==> config.mk <==
export PLATFORM = sky130hd
export DESIGN_NAME = efx_uart_rx_monitor
export DESIGN_NICKNAME = d
export VERILOG_FILES = /design/src/rtl/efx_uart_rx_monitor.sv
export SDC_FILE = /design/constraint.sdc
export NUM_CORES = 1
export LEC_CHECK = 0
export CAP_MARGIN = 15
export CORE_MARGIN = 5
export CORE_UTILIZATION = 45
export CTS_BUF_LIST = sky130_fd_sc_hd__clkbuf_16
export CTS_CLUSTER_SIZE = 24
export DETAILED_ROUTE_END_ITERATION = 8
export PLACE_DENSITY = 0.73
export SLEW_MARGIN = 20
export SYNTH_ARGS = -nofsm -noshare
export SYNTH_HDL_FRONTEND = slang
export SYNTH_SLANG_ARGS = --single-unit
export TNS_END_PERCENT = 5
==> constraint.sdc <==
create_clock -name io_axiClk -period 2.3 [get_ports io_axiClk]
set_input_delay 0.46 -clock io_axiClk [delete_from_list [all_inputs] [get_ports io_axiClk]]
set_output_delay 0.46 -clock io_axiClk [all_outputs]
set_load 0.005 [all_outputs]
==> src/rtl/efx_uart_rx_monitor.sv <==
// 8N1 UART receiver with a show-ahead byte FIFO and valid/ready output.
// Framing errors pulse for one cycle; FIFO overflow is sticky until reset.
module efx_uart_rx_monitor #(
    parameter int CLKS_PER_BIT = 434,
    parameter int FIFO_DEPTH   = 4
) (
    input  logic                          io_axiClk,
    input  logic                          io_reset,
    input  logic                          io_rxd,
    output logic [7:0]                    io_data,
    output logic                          io_valid,
    input  logic                          io_ready,
    output logic [$clog2(FIFO_DEPTH):0]   io_count,
    output logic                          io_frameError,
    output logic                          io_overflow
);

    localparam int CW = $clog2(CLKS_PER_BIT);
    localparam int PW = $clog2(FIFO_DEPTH);

    localparam logic [CW-1:0] HALF_M1 = CW'(CLKS_PER_BIT / 2 - 1);
    localparam logic [CW-1:0] FULL_M1 = CW'(CLKS_PER_BIT - 1);
    localparam logic [CW-1:0] CNT_ONE = CW'(1);
    localparam logic [PW:0]   DEPTH_C = (PW + 1)'(FIFO_DEPTH);
    localparam logic [PW:0]   OCC_ONE = (PW + 1)'(1);
    localparam logic [PW-1:0] PTR_ONE = PW'(1);

    typedef enum logic [2:0] {
        IDLE,
        START,
        DATA,
        STOP,
        BRK
    } state_t;

    state_t        state_q;
    logic [1:0]    sync_q;
    logic          rxs;
    logic [CW-1:0] cnt_q;
    logic [2:0]    idx_q;
    logic [7:0]    shift_q;
    logic          ferr_q;

    logic [7:0]    mem_q [FIFO_DEPTH];
    logic [PW-1:0] wr_q;
    logic [PW-1:0] rd_q;
    logic [PW:0]   count_q;
    logic [PW:0]   count_d;
    logic          ovf_q;

    logic          push;
    logic          pop;
    logic          wr_ok;

    assign rxs = sync_q[1];

    always_ff @(posedge io_axiClk) begin
        if (io_reset) begin
            sync_q <= 2'b11;
        end else begin
            sync_q <= {sync_q[0], io_rxd};
        end
    end

    always_ff @(posedge io_axiClk) begin
        if (io_reset) begin
            state_q <= IDLE;
            cnt_q   <= '0;
            idx_q   <= '0;
            shift_q <= '0;
            ferr_q  <= 1'b0;
        end else begin
            ferr_q <= 1'b0;
            unique case (state_q)
                IDLE: begin
                    cnt_q <= '0;
                    idx_q <= '0;
                    if (!rxs) begin
                        state_q <= START;
                    end
                end
                START: begin
                    if (cnt_q == HALF_M1) begin
                        cnt_q   <= '0;
                        state_q <= rxs ? IDLE : DATA;
                    end else begin
                        cnt_q <= cnt_q + CNT_ONE;
                    end
                end
                DATA: begin
                    if (cnt_q == FULL_M1) begin
                        cnt_q          <= '0;
                        shift_q[idx_q] <= rxs;
                        idx_q          <= idx_q + 3'd1;
                        if (idx_q == 3'd7) begin
                            state_q <= STOP;
                        end
                    end else begin
                        cnt_q <= cnt_q + CNT_ONE;
                    end
                end
                STOP: begin
                    if (cnt_q == FULL_M1) begin
                        cnt_q <= '0;
                        if (rxs) begin
                            state_q <= IDLE;
                        end else begin
                            ferr_q  <= 1'b1;
                            state_q <= BRK;
                        end
                    end else begin
                        cnt_q <= cnt_q + CNT_ONE;
                    end
                end
                // Held-low line must return high before a new start is armed
                BRK: begin
                    if (rxs) begin
                        state_q <= IDLE;
                    end
                end
                default: state_q <= IDLE;
            endcase
        end
    end

    // The byte enters the FIFO on the stop-sample edge itself
    assign push  = (state_q == STOP) && (cnt_q == FULL_M1) && rxs;
    assign pop   = (count_q != '0) && io_ready;
    assign wr_ok = push && ((count_q < DEPTH_C) || pop);

    always_comb begin
        count_d = count_q;
        unique case ({wr_ok, pop})
            2'b10:   count_d = count_q + OCC_ONE;
            2'b01:   count_d = count_q - OCC_ONE;
            default: count_d = count_q;
        endcase
    end

    always_ff @(posedge io_axiClk) begin
        if (io_reset) begin
            wr_q    <= '0;
            rd_q    <= '0;
            count_q <= '0;
            ovf_q   <= 1'b0;
        end else begin
            count_q <= count_d;
            if (wr_ok) begin
                wr_q <= wr_q + PTR_ONE;
            end
            if (pop) begin
                rd_q <= rd_q + PTR_ONE;
            end
            if (push && !wr_ok) begin
                ovf_q <= 1'b1;
            end
        end
    end

    always_ff @(posedge io_axiClk) begin
        if (!io_reset && wr_ok) begin
            mem_q[wr_q] <= shift_q;
        end
    end

    assign io_valid      = (count_q != '0);
    assign io_data       = io_valid ? mem_q[rd_q] : 8'h00;
    assign io_count      = count_q;
    assign io_frameError = ferr_q;
    assign io_overflow   = ovf_q;

endmodule

* After elaboration in Yosys (flattened, before gate mapping)
Memory sizes are Yosys's and may differ from the RTL's. A register that Yosys moved wholly into a read port is not among the register bits.
Index checks and enable logic that the tools add are counted.
** Word-level totals
- Register bits after elaboration :: 34
- Latch bits :: 0
- Memory bits (writable) :: 32
- ROM bits :: 0
- Input bits :: 4
- Output and inout bits :: 14
- Logic and storage cells :: 81
- Memories kept :: 1
** Operators by class
- Add/sub/neg operators :: 6
- $mul :: 0
- Divide/modulo/power cells :: 0
- Magnitude comparators :: 3
- Eq/ne operators :: 15
- Shifts and indexed selects :: 0
- Muxes and demuxes :: 24
- Bitwise logic cells :: 2
- Reductions and logical operators :: 20
** Memory list
- mem_q :: depth 4, bits a word 8, read ports 1, clocked after Yosys merged registers in 1, wr ports 1, line 44 : logic [7:0] mem_q [FIFO_DEPTH];
** Operators with widths (count)
- $pmux W9 S3 :: 1
- $mux W3 :: 8
- $mux W9 :: 2
- $pmux W3 S5 :: 1
- $ne A2 B2 Y1 const B :: 6
- $pmux W3 S2 :: 2
- $add A9 B1 Y9 const B :: 1
- $eq A9 B8 Y1 const B :: 1
- $eq A9 B9 Y1 const B :: 1
- $bwmux W8 :: 1
- $mux W8 :: 1
- $logic_and A1 B1 Y1 :: 7
- $add A3 B1 Y3 const B :: 2
- $eq A3 B2 Y1 const B :: 2
- $eq A3 B3 Y1 const B :: 2
- $mux W2 :: 3
- $reduce_and A6 Y1 :: 1
- $reduce_bool A3 Y1 :: 2
- $add A2 B1 Y2 const B :: 2
- $lt A3 B4 Y1 const B :: 1
- $mux W1 :: 4
- $reduce_and A2 Y1 :: 2
- $reduce_bool A2 Y1 :: 2
- $demux W1 S3 :: 1
- other kinds (12) :: 14

* Longest topological paths before layout
Gate-level depths: netlist of the first run.
- Word-level depth :: 7
- Gate-level depth with buffers :: 11
- Mapped depth without buffers :: 11

* Least setup slack after synthesis of the first run
OpenSTA, ideal clock, no wires.
- Path type :: reg2reg
- Start point :: reg cnt_q[1]
- End point :: reg count_q[2], in the netlist io_count[2]
- Data arrival time :: 2267 ps
- Required time :: 2230 ps
- Slack :: -38 ps
- Stages on the path, launching flop included :: 12
- Path buffers :: 0
- Clock period less this slack :: 2338 ps
- Path through :: dfxtp_1 > inv_1 > ha_1 > and4b_2 > and4_1 > nand2_1 > ha_1 > inv_1 > fa_1 > xor2_1 > or3_1 > a21oi_1
** Between the ends
- Cells in the longest elaborated chain, start to end :: 6
- Elaborated cells on any way between the ends :: 8
** Ends and longest elaborated chain
- start, declared :: line 39 : logic [CW-1:0] cnt_q;
- start signal, assigned :: line 87 : cnt_q <= cnt_q + CNT_ONE;
- start signal, assigned :: line 99 : cnt_q <= cnt_q + CNT_ONE;
- start signal, assigned :: line 112 : cnt_q <= cnt_q + CNT_ONE;
- $eq A9 B9 Y1 * :: line 127 : assign push = (state_q == STOP) && (cnt_q == FULL_M1) && rxs;
- $logic_and A1 B1 Y1 * (2 in series) :: line 127
- $logic_and A1 B1 Y1 * :: line 129 : assign wr_ok = push && ((count_q < DEPTH_C) || pop);
- $eq A2 B1 Y1 or $eq A2 B2 Y1 (tied branches) :: line 133 : unique case ({wr_ok, pop})
- $pmux W3 S2 or $reduce_bool A2 Y1 (tied branches)
- end signal, assigned :: line 147 : count_q <= count_d;
- end, declared :: line 47 : logic [PW:0] count_q;
Every way passes the cells marked *; elsewhere a longest branch is shown, timed or not.
A chain may end at the register's enable or synchronous reset.

* Worst setup path in the final report of the first run
Ends and elaborated chain as after synthesis.

==> results of run 1 <==
## kinds of logic (layout without fill, tap and decap cells)
group | count (synthesis) | count (layout)
flops | 68 | 68
fa+ha+maj | 11 | 11
xor+xnor | 4 | 4
mux | 13 | 13
buf+inv | 29 | 73
simple gates | 103 | 103
compound gates | 47 | 47
## cell usage in the layout, fill, tap and decap left out, types with 6 or more instances in the layout
cell type / synthesis / routed
ha_1: 10 / 8
clkbuf_16: 0 / 9
inv_1: 12 / 10
clkdlybuf4s50_1: 0 / 9
nand3_1: 10 / 10
mux4_2: 8 / 8
buf_4: 2 / 24
a21oi_1: 15 / 15
edfxtp_1: 32 / 32
o21ai_0: 8 / 8
dlygate4sd2_1: 0 / 8
dfxtp_1: 36 / 34
or3_1: 6 / 6
nand2_1: 24 / 23
nor2_1: 16 / 16
and2_1: 16 / 15
## final timing paths
path	startpoint	to	slack (ns)
setup / recovery	cnt_q[1]	io_count[2]	0.03
hold / removal	sync_q[0]	sync_q[1]	0.40
setup reg to reg	cnt_q[1]	io_count[2]	0.03
hold reg to reg	sync_q[0]	sync_q[1]	0.40
## synthesized netlist by cell type (2+ instances only)
cell type	number	area (um^2)
and4_1	2	17.5
buf_2	3	15.0
buf_4	2	15.0
mux4_2	8	180
o311ai_0	2	17.5
or2_2	3	18.8
or3_1	6	37.5
nor4_1	4	25.0
nor2_1	16	60.1
o311a_1	2	20.0
o21ai_0	8	40.0
o22ai_1	5	31.3
and2_1	16	100
or4_1	2	15.0
nand3_1	10	50.1
ha_1	10	125
xor2_1	3	26.3
nand2_1	24	90.1
nand4_1	2	12.5
mux2i_1	5	50.1
o41ai_1	2	17.5
nor2b_1	3	18.8
dfxtp_1	36	721
a31oi_1	2	12.5
inv_1	12	45.0
nor3_1	5	25.0
clkbuf_1	11	41.3
and3_1	2	12.5
edfxtp_1	32	961
a21oi_1	15	75.1
## per-layer routing
metal	up-vias	global-route usage	part of all wire	wire length, um
met5	-	0	0	0
met4	0	0.0476	0.014	82
met3	8	0.0439	0.033	198
met2	32	0.271	0.51	3030
met1	1089	0.182	0.44	2610
li1	1095	-	-	-
## registers in the layout (all words and copies together) (netlist names), named ones only
name and cells:
sync_q 2, state_q 3, io_count 3, idx_q 3
shift_q 8, rd_q 2, io_overflow 1, cnt_q 9
mem_q 32, io_frameError 1, wr_q 2
## critical path: cells and delay by family, from the launching register on
family / cells / cell delay (ns)
buf+inv: 2 / 0.09
simple gates: 4 / 0.84
xor+xnor: 1 / 0.19
compound gates: 1 / 0.12
fa+ha+maj: 3 / 0.65
flops: 1 / 0.33
## power by group
part	total [W]	switching, W	internal (W)	leakage [nW]
registers	0.00126	0.00000228	0.00126	0.550
clock network	0.00142	0.000480	0.000943	0.157
logic	0.0000453	0.0000268	0.0000184	0.703
total	0.00273	0.000510	0.00222	1.41
## repair_timing
action	CTS	global route
gates cloned	0	0
gates resized for setup	10	11
hold buffers	0	0
endpoints found under the setup margin	9	1
pin swaps	0	5
buffers inserted	0	4
## final cells by class
cell class                 count  area share
inverter                      12      0.0116
sequential                    68       0.433
clock inverter                 7      0.0235
multi-input combinational    178       0.341
timing repair buffer          45       0.108
tap                           80      0.0257
clock buffer                   9      0.0578
## stage by stage
step                      setup WS (ns)  instance area (um^2)  std cells  power (W)  hold WS [ns]
after detailed placement         -0.252                  3510        379    0.00133         0.393
after global placement           -0.159                  3510        379    0.00133         0.393
after floorplan                 0.00735                  3090        275    0.00131         0.389
final                            0.0326                  3890        399    0.00273         0.405
after global routing            -0.0471                  3890        399    0.00283         0.430
after CTS                        0.0148                  3820        395    0.00276         0.405
==> results.json, run 1 <==
{
  "synth_ff_type": "dfxtp_1",
  "power.density_nw_per_um2": 701,
  "grt.overflow.total": 0,
  "finalSetupTns_ns": 0,
  "ys_warn_count": 0,
  "drive_gt1_frac": 0.213,
  "rows": 30,
  "die_area_um2": 8620,
  "timing.final.hold_violations": 0,
  "drtIter0Drc": 88,
  "synth-async-reset-ratio": 0,
  "ir_drop_uv": 383,
  "netlist_area_um2": 3090,
  "slowest_delay_ns": 0.37,
  "vias_per_cell": 5.57,
  "hold_depth": 1,
  "worstPathArrival_ns": 2.53,
  "crit_path_top_delay_cell": "fa_2",
  "multi_input_area_um2": 1330,
  "synth-seq-cells": 68,
  "final_antenna_net_count": 0,
  "synth_compound_area_frac": 0.101,
  "slew_viol_final": 0,
  "clk_pin_slew_ns": 0.05,
  "wl_per_cell_um": 14.8,
  "synth-seq-area-share": 0.544,
  "ys_types": 52,
  "cts_root_buffer": "clkbuf_16",
  "nets": 329,
  "fmax_mhz": 441,
  "finalCriticalPeriod_ns": 2.27,
  "finalWirelength_um": 5920,
  "cap_violations": 0,
  "setup_viol_count_final": 0,
  "seq_area_um2": 1680,
  "rsz0062_at_grt": "true",
  "grt_max_degree": 28,
  "yosys.area_share.simple": 0.181,
  "path_cells": "inv_2 -> ha_4 -> and4b_2 -> and4_4 -> nand2_4 -> ha_4 -> inv_2 -> fa_2 -> xor2_2 -> or3_1 -> a21oi_1",
  "p_leak_nw": 1.41,
  "crit_fanout": 2,
  "syn_area_per_cell_um2": 11.2,
  "criticalPathCategory": "reg -> reg",
  "gp_congestion": 0.808,
  "finalClockSkew_ns": 0.00366,
  "clk_path_buf_depth": 2,
  "fin_util": 0.580,
  "cts_buffers": 9,
  "grt_pass1_vias": 2286,
  "start_kind": "flip-flop",
  "cp-end-kind": "flip-flop",
  "ios": 18,
  "vias": 2224,
  "coreArea_um2": 6720,
  "hpwl_um": 3990,
  "diodes": 0,
  "synth_cells": 275,
  "synth_nets": 290,
  "synth.area.mux_share": 0.0745,
  "worstMarginPinSlew_ns": 0.480,
  "cts_sinks": 68,
  "synth_top_family_by_area": "simple AND/OR/NAND/NOR gates",
  "insertion_delay_ns": 0.32,
  "fp.dieW_um": 92.9,
  "finalCritPeriodShare": 0.986,
  "initial_core_util": 0.460,
  "worstPathRequired_ns": 2.56,
  "die_h_um": 92.9,
  "first_pass_iters": 4,
  "synth_adder_area_share": 0.0470,
  "status": "completed",
  "hold_class": "reg -> reg",
  "synth_edf_count": 32,
  "cts_max_level": 3,
  "grt_pass1_wl_um": 10600,
  "syn2layout_area_growth_pct": 26.0,
  "nFillCells": 544,
  "cts_tree": "yes",
  "max_slew_margin": 0.677,
  "synth-xor-area-share": 0.0113,
  "rr_worst_depth": 11,
  "drc": 0,
  "antenna_found_initial": 0,
  "io_buffer_count": 17,
  "track_usage": 0.154
}
(Power assumes the default switching activity.)
==> inputs of run 2 (changes only) <==
--- a/config.mk
+++ b/config.mk
@@ -5,6 +5,7 @@
 export SDC_FILE = /design/constraint.sdc
 export NUM_CORES = 1
 export LEC_CHECK = 0
+export ABC_AREA = 1
 export CAP_MARGIN = 15
 export CORE_MARGIN = 5
 export CORE_UTILIZATION = 45
==> run 2 against run 1 <==
Sequential share of layout area decreased by 0.075 points. Critical path depth is 5 lower. Sequential power rose by 9.5%. Global-route usage rose by 0.59 points. Synthesized cell count grew 36%. First-iteration DRC count grew 9.1%. Via count is 11% higher. Clock power is essentially flat. Highest routed layer unchanged. Maximum frequency grew 3.8%.
==> results.json, run 2 <==
{
  "status": "completed",
  "final_antenna_net_count": 0,
  "vias_per_cell": 4.83,
  "netlist_area_um2": 3200,
  "cts_root_buffer": "clkbuf_16",
  "synthTopCellsByArea": "edfxtp_1 (30%), dfxtp_1 (23%), nor2_1 (8.9%)",
  "ir_drop_uv": 552,
  "finalClockSkew_ns": 0.00975,
  "crit_end": "io_data[7]",
  "grt_pass1_vias": 2480,
  "fp.dieW_um": 94.4,
  "netlist.top_cell.by_area": "edfxtp_1",
  "yosysMostFrequentCell": "nor2_1",
  "rows": 30,
  "clk_path_buf_depth": 2,
  "cts_tree": "yes",
  "reg2reg_from": "cnt_q[1]",
  "finalWirelength_um": 6280,
  "grt.overflow.total": 0,
  "grt_pass1_wl_um": 11100,
  "syn_area_per_cell_um2": 8.59,
  "ys_types": 30,
  "coreArea_um2": 6870,
  "finalCritPeriodShare": 0.950,
  "worstPathRequired_ns": 1.84,
  "criticalPathCategory": "reg -> out",
  "grt_max_degree": 22,
  "io_buffer_count": 17,
  "worstPathArrival_ns": 1.72,
  "timing.final.hold_violations": 0,
  "place_area_um2": 3560,
  "worstMarginPinSlew_ns": 0.481,
  "r2r_end": "io_count[2]",
  "drtIter0Drc": 96,
  "rr_worst_depth": 14,
  "wl_per_cell_um": 12.3,
  "diodes": 0,
  "power.density_nw_per_um2": 893,
  "setup_viol_count_final": 0,
  "synth_top_cell_area_share": 0.300,
  "antenna_found_initial": 0,
  "finalCriticalPeriod_ns": 2.18,
  "synth-seq-area-share": 0.525,
  "hpwl_um": 4340,
  "synth_nets": 388,
  "synth_ff_type": "dfxtp_1",
  "top_regs": "mem_q (32), cnt_q (9), shift_q (8)",
  "max_slew_margin": 0.678,
  "slew_viol_final": 0,
  "vias": 2461,
  "insertion_delay_ns": 0.33,
  "layout_common_cells": "nor2_1 (76), nand2_1 (59), inv_1 (44), dfxtp_1 (34), edfxtp_1 (32)",
  "nets": 424,
  "drc": 0,
  "fmax_mhz": 458,
  "ios": 18,
  "cts_max_level": 3,
  "synth_common_cells": "nor2_1 (76), nand2_1 (59), inv_1 (44)",
  "largest_register": "mem_q",
  "die_area_um2": 8900,
  "final_common_cell": "nor2_1",
  "start_kind": "flip-flop",
  "r2r_slack_ns": 0.27,
  "die_h_um": 94.4,
  "power_w": 0.00349,
  "largest_register_ffs": 32,
  "clk_pin_slew_ns": 0.06,
  "cp-end-kind": "output port",
  "synth-async-reset-ratio": 0,
  "gp_congestion": 0.835,
  "cts_buffers": 9,
  "hold_class": "reg -> reg",
  "cts_sinks": 68,
  "first_pass_iters": 4,
  "syn2layout_area_growth_pct": 22.0,
  "drive_gt1_frac": 0.147,
  "ys_warn_count": 0,
  "synth_cells": 373,
  "rsz0062_at_grt": "true",
  "crit_fanout": 11,
  "p_leak_nw": 1.70,
  "track_usage": 0.160,
  "synth_edf_count": 32,
  "cap_violations": 0,
  "final_area_um2": 3910,
  "initial_core_util": 0.466,
  "synth-seq-cells": 68
}
-- run 2: worst max-delay path: stages, from the launching register on --
cell and delay [ns]:
dfxtp_4 0.39, buf_8 0.14, nor2_1 0.05, nor2_1 0.08, o21ai_0 0.08, a21oi_1 0.15
clkdlybuf4s50_1 0.52
-- run 2: kinds of logic (layout without fill, tap and decap cells) --
group / count (synthesis) / after routing / share of synthesized area
and+or+nand+nor: 181 / 181 / 0.266
AOI/OAI and AO/OA: 55 / 55 / 0.0859
adders and majority gates: 11 / 11 / 0.0453
xor gates and xnor gates: 1 / 1 / 0.00273
buffers and inverters: 57 / 98 / 0.0750
DFF: 68 / 68 / 0.525
-- run 2: where the power goes --
group / internal [W] / switching (W) / leakage [nW] / total, W
combinational: 0.000246 / 0.000421 / 0.878 / 0.000667
sequential: 0.00131 / 0.0000719 / 0.665 / 0.00138
clock: 0.000945 / 0.000493 / 0.161 / 0.00144
-- run 2: worst min-delay path by stage --
stage / slack [ns] / from / cells after the start / to
5_1_grt: 0.43 / sync_q[0] / 1 / sync_q[1]
3_3_place_gp: 0.39 / sync_q[0] / 1 / sync_q[1]
2_1_floorplan: 0.39 / sync_q[0] / 1 / sync_q[1]
4_1_cts: 0.41 / sync_q[0] / 1 / sync_q[1]
6_report: 0.41 / sync_q[0] / 1 / sync_q[1]
3_5_place_dp: 0.39 / sync_q[0] / 1 / sync_q[1]
-- run 2: per-layer routing --
metal,track usage,part of all wire,up-vias
met5,0,0,-
met4,0.0758,0.011,0
met3,0.0335,0.022,7
met2,0.280,0.52,29
met1,0.188,0.45,1148
li1,-,-,1277
-- run 2: timing repair --
item,CTS,global route
hold buffers,0,0
resized for setup,3,8
buffers inserted,0,1
pin swaps,0,3
setup endpoints to repair,6,8
-- run 2: stage by stage --
| stage | cells | hold WS [ns] | TNS (ns) | setup WS [ns] | utilization |
|---|---|---|---|---|---|
| floorplan | 373 | 0.389 | 0 | 0.279 | - |
| global placement | 493 | 0.394 | -0.00473 | -0.00473 | 0.518 |
| detailed placement | 493 | 0.394 | -0.0736 | -0.0736 | 0.518 |
| CTS | 509 | 0.407 | 0 | 0.0269 | 0.565 |
| global route | 510 | 0.427 | -0.00516 | -0.00516 | 0.569 |
| finish | 510 | 0.406 | 0 | 0.116 | 0.569 |
-- run 2: final cells by class --
cell class | instances | area [um^2]
clock buffer | 9 | 225
clock inverter | 7 | 91.3
fill | 591 | 2960
inverter | 48 | 186
multi-input combinational | 248 | 1280
sequential | 68 | 1690
tap | 96 | 120
timing repair buffer | 34 | 315
==> inputs of run 3 (changes only) <==
--- a/config.mk
+++ b/config.mk
@@ -8,11 +8,11 @@
 export ABC_AREA = 1
 export CAP_MARGIN = 15
 export CORE_MARGIN = 5
-export CORE_UTILIZATION = 45
+export CORE_UTILIZATION = 53
 export CTS_BUF_LIST = sky130_fd_sc_hd__clkbuf_16
 export CTS_CLUSTER_SIZE = 24
 export DETAILED_ROUTE_END_ITERATION = 8
-export PLACE_DENSITY = 0.73
+export PLACE_DENSITY = 0.83
 export SLEW_MARGIN = 20
 export SYNTH_ARGS = -nofsm -noshare
 export SYNTH_HDL_FRONTEND = slang
==> run 3 against run 2 <==
Via count increased by 1.0%. Sequential power barely moved. Global-route usage rose by 2.8 points. Critical path depth fell by 1. Non-clock buffer count is 2 higher. Wire length rose by 2.2%. Clock skew grew 0.0015 ns. Sequential share of layout area rose by 0.31 points. Sequential cell count did not move. Total power shrank 1.7%. Register-to-register slack lost 0.07 ns. Core utilization grew 8.9 points. Critical path type unchanged. Critical endpoint unchanged.
==> results.json, run 3 (synthesis gave the netlist of run 2 again) <==
{
  "die_area_um2": 7700,
  "initial_core_util": 0.544,
  "cp-end-kind": "output port",
  "final_common_cell": "nor2_1",
  "criticalPathCategory": "reg -> out",
  "fmax_mhz": 442,
  "rsz0062_at_grt": "true",
  "gp_congestion": 0.822,
  "hpwl_um": 4490,
  "antenna_found_initial": 0,
  "crit_buf_inv": 3,
  "cts_buffers": 9,
  "ios": 18,
  "nFillCells": 459,
  "slew_viol_final": 0,
  "clk_pin_slew_ns": 0.06,
  "coreArea_um2": 5890,
  "worstPathArrival_ns": 1.80,
  "io_buffer_count": 17,
  "cts_root_buffer": "clkbuf_16",
  "grt_max_degree": 22,
  "crit_path_top_delay_cell": "clkdlybuf4s50_1",
  "worstPathRequired_ns": 1.84,
  "syn2layout_area_growth_pct": 20.8,
  "fin_util": 0.658,
  "critical-path-top-delay-family": "buffers and inverters",
  "top_regs": "mem_q (32), cnt_q (9), shift_q (8)",
  "timing.final.hold_violations": 0,
  "dp_slack_ns": -0.122,
  "comb_power_share": 0.199,
  "setup_slack_ns": 0.0391,
  "final_antenna_net_count": 0,
  "power_w": 0.00343,
  "cap_violations": 0,
  "hold_class": "reg -> reg",
  "first_pass_iters": 4,
  "fp.dieW_um": 87.7,
  "p_clk_frac": 0.398,
  "finalWirelength_um": 6420,
  "seq_power_share": 0.403,
  "cts_max_level": 3,
  "path_cells": "buf_4 -> inv_4 -> o21ai_0 -> a21oi_1 -> clkdlybuf4s50_1",
  "drive_gt1_frac": 0.151,
  "worstMarginPinSlew_ns": 0.515,
  "track_usage": 0.188,
  "vias": 2486,
  "grt_pass1_wl_um": 10900,
  "finalClockSkew_ns": 0.0112,
  "switchingPower_w": 0.00103,
  "finalCriticalPeriod_ns": 2.26,
  "largest_register": "mem_q",
  "vias_per_cell": 5.06,
  "rows": 28,
  "die_h_um": 87.7,
  "p_leak_nw": 1.67,
  "finalCritPeriodShare": 0.983,
  "diodes": 0,
  "slowest_delay_ns": 0.55,
  "switching_share": 0.299,
  "clk_path_buf_depth": 2,
  "grt.overflow.total": 0,
  "nets": 426,
  "cts_sinks": 68,
  "power.density_nw_per_um2": 886,
  "ir_drop_uv": 699,
  "largest_register_ffs": 32,
  "layout_common_cells": "nor2_1 (76), nand2_1 (59), inv_1 (43), dfxtp_1 (35), edfxtp_1 (32)",
  "start_kind": "flip-flop",
  "insertion_delay_ns": 0.33,
  "wl_per_cell_um": 13.1,
  "max_slew_margin": 0.656,
  "drtIter0Drc": 153,
  "grt_pass1_vias": 2425,
  "setup_viol_count_final": 0,
  "crit_fanout": 16,
  "status": "completed",
  "cts_tree": "yes",
  "drc": 0,
  "p_int_w": 0.00240
}
-- run 3: cell type report --
cell class	count	area (um^2)	area share
inverters	48	188	0.0485
flip-flops and latches	68	1680	0.435
multi-input cells	248	1280	0.331
well taps	75	93.8	0.0242
clock buffers	9	225	0.0582
repair buffers	36	324	0.0837
clock inverters	7	75.1	0.0194
-- run 3: timing repair --
action / in CTS / in global routing
hold buffers: 0 / 0
setup endpoints to repair: 5 / 8
gates cloned: 1 / 0
buffers inserted: 3 / 0
gates resized for setup: 4 / 4
pin swaps: 2 / 2
-- run 3: path summary, 6_finish.rpt --
path,from,to,slack (ns),depth (start not counted)
worst max-delay path,flip-flop,io_data[7],0.04,5
worst min-delay path,sync_q[0],sync_q[1],0.42,1
worst max register to register,cnt_q[1],io_count[2],0.20,14
worst min register to register,sync_q[0],sync_q[1],0.42,1
-- run 3: power groups by stage --
| stage | combinational [W] | sequential [W] | clock [W] |
|---|---|---|---|
| finish | 0.000681 | 0.00138 | 0.00137 |
| global route | 0.000784 | 0.00139 | 0.00145 |
| CTS | 0.000686 | 0.00138 | 0.00138 |
| detailed placement | 0.000664 | 0.00140 | 0 |
| global placement | 0.000637 | 0.00140 | 0 |
| floorplan | 0.000502 | 0.00138 | 0 |
-- run 3: per-stage QoR --
step           cells  cell area (um^2)  setup TNS (ns)  hold WS, ns
5_1_grt          491              3870          -0.228        0.439
4_1_cts          491              3860               0        0.415
2_1_floorplan    373              3200               0        0.389
6_report         491              3870               0        0.417
3_5_place_dp     471              3520          -0.122        0.401
3_3_place_gp     471              3520         -0.0141        0.394
-- run 3: routing by layer --
| metal | global-route usage | routed length (um) | vias to the layer above |
|---|---|---|---|
| met5 | 0 | 0 | - |
| met4 | 0.0753 | 90 | 0 |
| met3 | 0.0621 | 274 | 9 |
| met2 | 0.327 | 3310 | 49 |
| met1 | 0.213 | 2740 | 1148 |
| li1 | - | - | 1280 |
